--- config.mk ---
export PLATFORM = sky130hd
export DESIGN_NAME = bram_port_arbiter
export DESIGN_NICKNAME = d
export VERILOG_FILES = /design/src/rtl/bram_port_arbiter.sv
export SDC_FILE = /design/constraint.sdc
export NUM_CORES = 1
export LEC_CHECK = 0
export CAP_MARGIN = 15
export CORE_UTILIZATION = 30
export CTS_CLUSTER_DIAMETER = 40
export DETAILED_ROUTE_END_ITERATION = 8
export PLACE_DENSITY = 0.72
export REMOVE_ABC_BUFFERS = 1
export SYNTH_ARGS = -nofsm -noshare
export SYNTH_HDL_FRONTEND = slang
export SYNTH_SLANG_ARGS = --single-unit
--- constraint.sdc ---
create_clock -name clk -period 2.87 [get_ports clk]
set_input_delay 0.7175 -clock clk [delete_from_list [all_inputs] [get_ports clk]]
set_output_delay 0.7175 -clock clk [all_outputs]
set_load 0.02 [all_outputs]
--- src/rtl/bram_port_arbiter.sv ---
// bram_port_arbiter: shares one BRAM port between CPU load/store and video reads
// Optional feature macro: BRAM_ARB_VID_PRIO_EN (video wins ties unless the CPU is starved)
// Ports:
//   clk, reset (async, active-low)
//   cpu_req/cpu_we/cpu_addr/cpu_wdata -> cpu_gnt/cpu_rvalid/cpu_rdata
//   vid_req/vid_addr                  -> vid_gnt/vid_rvalid/vid_rdata
//   bram_en/bram_we/bram_addr/bram_wdata -> BRAM, bram_rdata <- BRAM
//   busy: an access is in flight
module bram_port_arbiter #(
  parameter int ADDR_W = 16,
  parameter int DATA_W = 16,
  parameter int RD_LAT = 1
`ifdef BRAM_ARB_VID_PRIO_EN
  , parameter int STARVE_MAX = 8
`endif
) (
  input  logic              clk,
  input  logic              reset,
  input  logic              cpu_req,
  input  logic              cpu_we,
  input  logic [ADDR_W-1:0] cpu_addr,
  input  logic [DATA_W-1:0] cpu_wdata,
  output logic              cpu_gnt,
  output logic              cpu_rvalid,
  output logic [DATA_W-1:0] cpu_rdata,
  input  logic              vid_req,
  input  logic [ADDR_W-1:0] vid_addr,
  output logic              vid_gnt,
  output logic              vid_rvalid,
  output logic [DATA_W-1:0] vid_rdata,
  output logic              bram_en,
  output logic              bram_we,
  output logic [ADDR_W-1:0] bram_addr,
  output logic [DATA_W-1:0] bram_wdata,
  input  logic [DATA_W-1:0] bram_rdata,
  output logic              busy
);
  typedef enum logic [1:0] {IDLE, ISSUE, WAIT} state_t;
  state_t state, state_n;
  logic owner;
  logic [1:0] lat_cnt;
  logic cpu_wins_tie, pick_cpu, grant;
  assign pick_cpu = cpu_req && (!vid_req || cpu_wins_tie);
  assign grant = (state == IDLE) && (cpu_req || vid_req);
`ifdef BRAM_ARB_VID_PRIO_EN
  logic [7:0] cpu_wait_cnt;
  // Once starved the CPU wins the tie, so the count never passes STARVE_MAX.
  assign cpu_wins_tie = cpu_wait_cnt >= 8'(STARVE_MAX);
  always_ff @(posedge clk or negedge reset)
    if (!reset) cpu_wait_cnt <= '0;
    else if (state == IDLE && cpu_req) cpu_wait_cnt <= pick_cpu ? '0 : cpu_wait_cnt + 8'd1;
`else
  // owner doubles as last_owner: reset to video so the CPU wins the first tie.
  assign cpu_wins_tie = !owner;
`endif
  always_ff @(posedge clk or negedge reset)
    if (!reset) state <= IDLE;
    else state <= state_n;
  always_comb begin
    state_n = state == IDLE  ? (grant ? ISSUE : IDLE) :
              state == ISSUE ? (bram_we ? IDLE : WAIT) :
              (state == WAIT && lat_cnt != 2'd0) ? WAIT : IDLE;
  end
  always_ff @(posedge clk or negedge reset)
    if (!reset) begin
      bram_en    <= 1'b0;
      bram_we    <= 1'b0;
      bram_addr  <= '0;
      bram_wdata <= '0;
      cpu_gnt    <= 1'b0;
      vid_gnt    <= 1'b0;
      owner      <= 1'b0;
      lat_cnt    <= '0;
    end else begin
      if (grant) begin
        bram_en    <= 1'b1;
        bram_we    <= pick_cpu && cpu_we;
        bram_addr  <= pick_cpu ? cpu_addr : vid_addr;
        bram_wdata <= pick_cpu ? cpu_wdata : '0;
        cpu_gnt    <= pick_cpu;
        vid_gnt    <= !pick_cpu;
        owner      <= pick_cpu;
      end else begin
        bram_en <= 1'b0;
        bram_we <= 1'b0;
        cpu_gnt <= 1'b0;
        vid_gnt <= 1'b0;
      end
      if (state == ISSUE) lat_cnt <= 2'(RD_LAT - 1);
      else if (state == WAIT && lat_cnt != 2'd0) lat_cnt <= lat_cnt - 2'd1;
    end
  assign cpu_rvalid = (state == WAIT) && (lat_cnt == 2'd0) && owner;
  assign vid_rvalid = (state == WAIT) && (lat_cnt == 2'd0) && !owner;
  assign cpu_rdata  = bram_rdata;
  assign vid_rdata  = bram_rdata;
  assign busy       = state != IDLE;
endmodule

==> flow_summary_export.csv <==
group,metric,value,unit
status,status,"complete, no violations",
logic_synthesis,syn-instance-count,158,
setup_path,slowest_stage,"clkdlybuf4s50_1",
layout,layout_commonest_cell,"clkdlybuf4s50_1",
cts,clockBufferDepth,2,
setup_path,reg2regPathDepth,3,
setup_path,worst_setup_path_end_kind,"primary output",
detailed_routing,viasPerCell,4.98,
place,numPortBuffers,91,
power_and_ir_drop,p_per_area,1090,mW/mm2
setup_path,startpoint,"lat_cnt[0]",
detailed_routing,num_vias,1465,
layout,layout.cells.non_filler,294,
logic_synthesis,async_flop_share,100,%
floorplanning,pin_count,140,
setup_path,cp-endpoint,"vid_rvalid",
setup_path,r2r_end,"bram_addr[1]",
cts,clk_pin_slew,70,ps
detailed_routing,drt_iter0_drc,51,
setup_path,crit_arrival,1920,ps
cts,root_buffer,"clkbuf_8",
setup_path,cp-start-kind,"register",
detailed_routing,wl_per_cell,17.8,um
cts,cts_max_level,2,
layout,antenna_cells,0,
logic_synthesis,yosys.area.top_type,"dfrtp_1",
logic_synthesis,synthTopCellsByArea,"dfrtp_1, buf_4, a221o_1, a22o_1, o21a_1",
floorplanning,row_count,28,
logic_synthesis,yosysWarnings,0,
sta,timing.final.hold_violations,0,
sta,fmax,379,MHz
detailed_routing,drt_wl_total,5220,um
logic_synthesis,yosysSeqAreaShare,52.9,%
floorplanning,die_area,0.00662,mm2
setup_path,cp_max_fo,6,
floorplanning,die_w,81.4,um
layout,drive_gt1_share,5.94,%
sta,rsz0062_at_grt,"no",
logic_synthesis,synth_enable_flop_cells,0,
sta,worst_pin_slew,1120,ps
setup_path,max_stage_delay,650,ps
global_routing,met2_usage,21.5,%
setup_path,r2r-start,"bram_en",
cts,cts_hold_buf,0,
logic_synthesis,yosys.area.top_type_share,52.9,%
detailed_routing,detail_route.first_pass.iterations,4,
setup_path,cp.required,2150,ps
sta,maxSlewViolCount,0,
setup_path,r2r_setup_slack,1250,ps
global_routing,grt_max_degree,41,
cts,insertion_delay,290,ps
global_routing,met3_usage,10.8,%
floorplanning,die-height,81.4,um
sta,period_share,91.9,%
place,dp.cells,286,
global_routing,use_met1,19.2,%
global_routing,grt_pass1_wl,7760,um
cts,cts_tree,"built",
sta,max_slew_margin,25.0,%
cts,cts_setup_buffers,0,
layout,nets,288,
global_routing,grt.overflow.total,0,
cts,cts_sinks,40,
sta,fin_skew,7.52,ps
global_routing,antenna_found_initial,0,
place,hpwl,3770,um
logic_synthesis,syn-cell-area,0.00189,mm2
floorplanning,start_util,31.6,%
floorplanning,core_area,0.00599,mm2
setup_path,criticalPathCategory,"register to primary output",
global_routing,grt_usage,16.0,%
setup_path,path_cells,"inv_1 > ha_1 > nor4b_1 > clkdlybuf4s50_1",
logic_synthesis,synth_ff_type,"dfrtp_1",
place,place_congestion,0.771,
layout,area_delta_synth_final,43.8,%
detailed_routing,drtAntennaViolNets,0,
sta,layout_min_cycle_time,2640,ps
detailed_routing,drc,0,
logic_synthesis,ys_types,26,
min_path,hold_path_class,"register to register",
global_routing,grt_pass1_vias,1481,
power_and_ir_drop,vdd_ir_drop_max,0.000427,V
cts,numCtsBuffers,5,
sta,setup_viol,0,
power_and_ir_drop,power.leakage,0.00115,uW
cts,cts_resized,0,
logic_synthesis,synth.avg_cell_area,12.0,um2
layout,final_cell_mix,"clkdlybuf4s50_1, dfrtp_1, o21a_1",
layout,nFillCells,568,
sta,tns,0,ps
job,maxCapViolations,0,
logic_synthesis,synth-seq-cells,40,
global_routing,top_usage_layer,"met2",
stage by stage:
stage                     setup WS, ps  area [um2]  util [%]  power [uW]  hold WS (ps)
final                              233        2720      45.4        2970           503
after global routing               121        2720      45.4        3130           521
after CTS                          215        2720      45.4        3000           512
after detailed placement           415        2610      43.6        2530           492
after global placement             451        2610      43.6        2510           489
after floorplan                    759        1590         -        1770           422
flip-flops by register name, indices dropped and copies added (netlist names):
register    flops
bram_addr      16
bram_wdata     16
lat_cnt         2
bram_en         1
bram_we         1
cpu_gnt         1
owner           1
state           1
vid_gnt         1
metal layers:
layer  vias up  part of all wire [%]
met2        96                    43
met1       694                    42
met5         -                   1.1
li1        665                     -
met3         8                    13
met4         2                  0.84
critical path, delay by kind of cell (launching register included):
| kind | cells | cell delay [ps] |
|---|---|---|
| and+or+nand+nor | 1 | 250 |
| buffers and inverters | 2 | 720 |
| DFF | 1 | 410 |
| adders and majority gates | 1 | 250 |
power breakdown:
| group | leakage, uW | switching, uW | total [uW] | internal [uW] |
|---|---|---|---|---|
| Sequential | 0.000511 | 158 | 969 | 811 |
| Clock | 0.0000552 | 189 | 447 | 258 |
| Combinational | 0.000583 | 750 | 1550 | 800 |
how the worst min path moves through the flow:
stage / slack (ps) / to / from / cells after the start
floorplan: 420 / bram_addr[0] / reset / 0
global placement: 490 / bram_wdata[11] / bram_wdata[11] / 1
detailed placement: 490 / bram_wdata[3] / bram_wdata[3] / 1
CTS: 510 / bram_wdata[13] / bram_wdata[13] / 1
global route: 520 / bram_wdata[7] / bram_wdata[7] / 1
finish: 500 / bram_wdata[13] / bram_wdata[13] / 1
kinds of logic (layout without fill, tap and decap cells):
| kind of cell | Yosys count | in the layout | share of synthesized area [%] |
|---|---|---|---|
| buffers and inverters | 47 | 108 | 17.1 |
| adders and majority gates | 1 | 1 | 0.662 |
| and+or+nand+nor | 14 | 14 | 4.50 |
| DFF | 40 | 40 | 52.9 |
| AOI/OAI and AO/OA | 56 | 56 | 24.8 |
final cells by class:
type | count | area (um2) | area share (%)
inverters | 6 | 22.5 | 0.828
multi-input cells | 71 | 566 | 20.8
repair buffers | 94 | 928 | 34.1
well taps | 75 | 93.8 | 3.45
flip-flops and latches | 40 | 1000 | 36.8
clock buffers | 6 | 72.6 | 2.67
clock inverters | 2 | 35.0 | 1.29
cell usage after synthesis, types with 3 or more instances:
master and n:
dfrtp_1 40, buf_4 32, o21a_1 17, a221o_1 16, a22o_1 16, inv_1 5
buf_2 4, buf_6 3, nand2_1 3
Power figures use the tool's default switching activity.
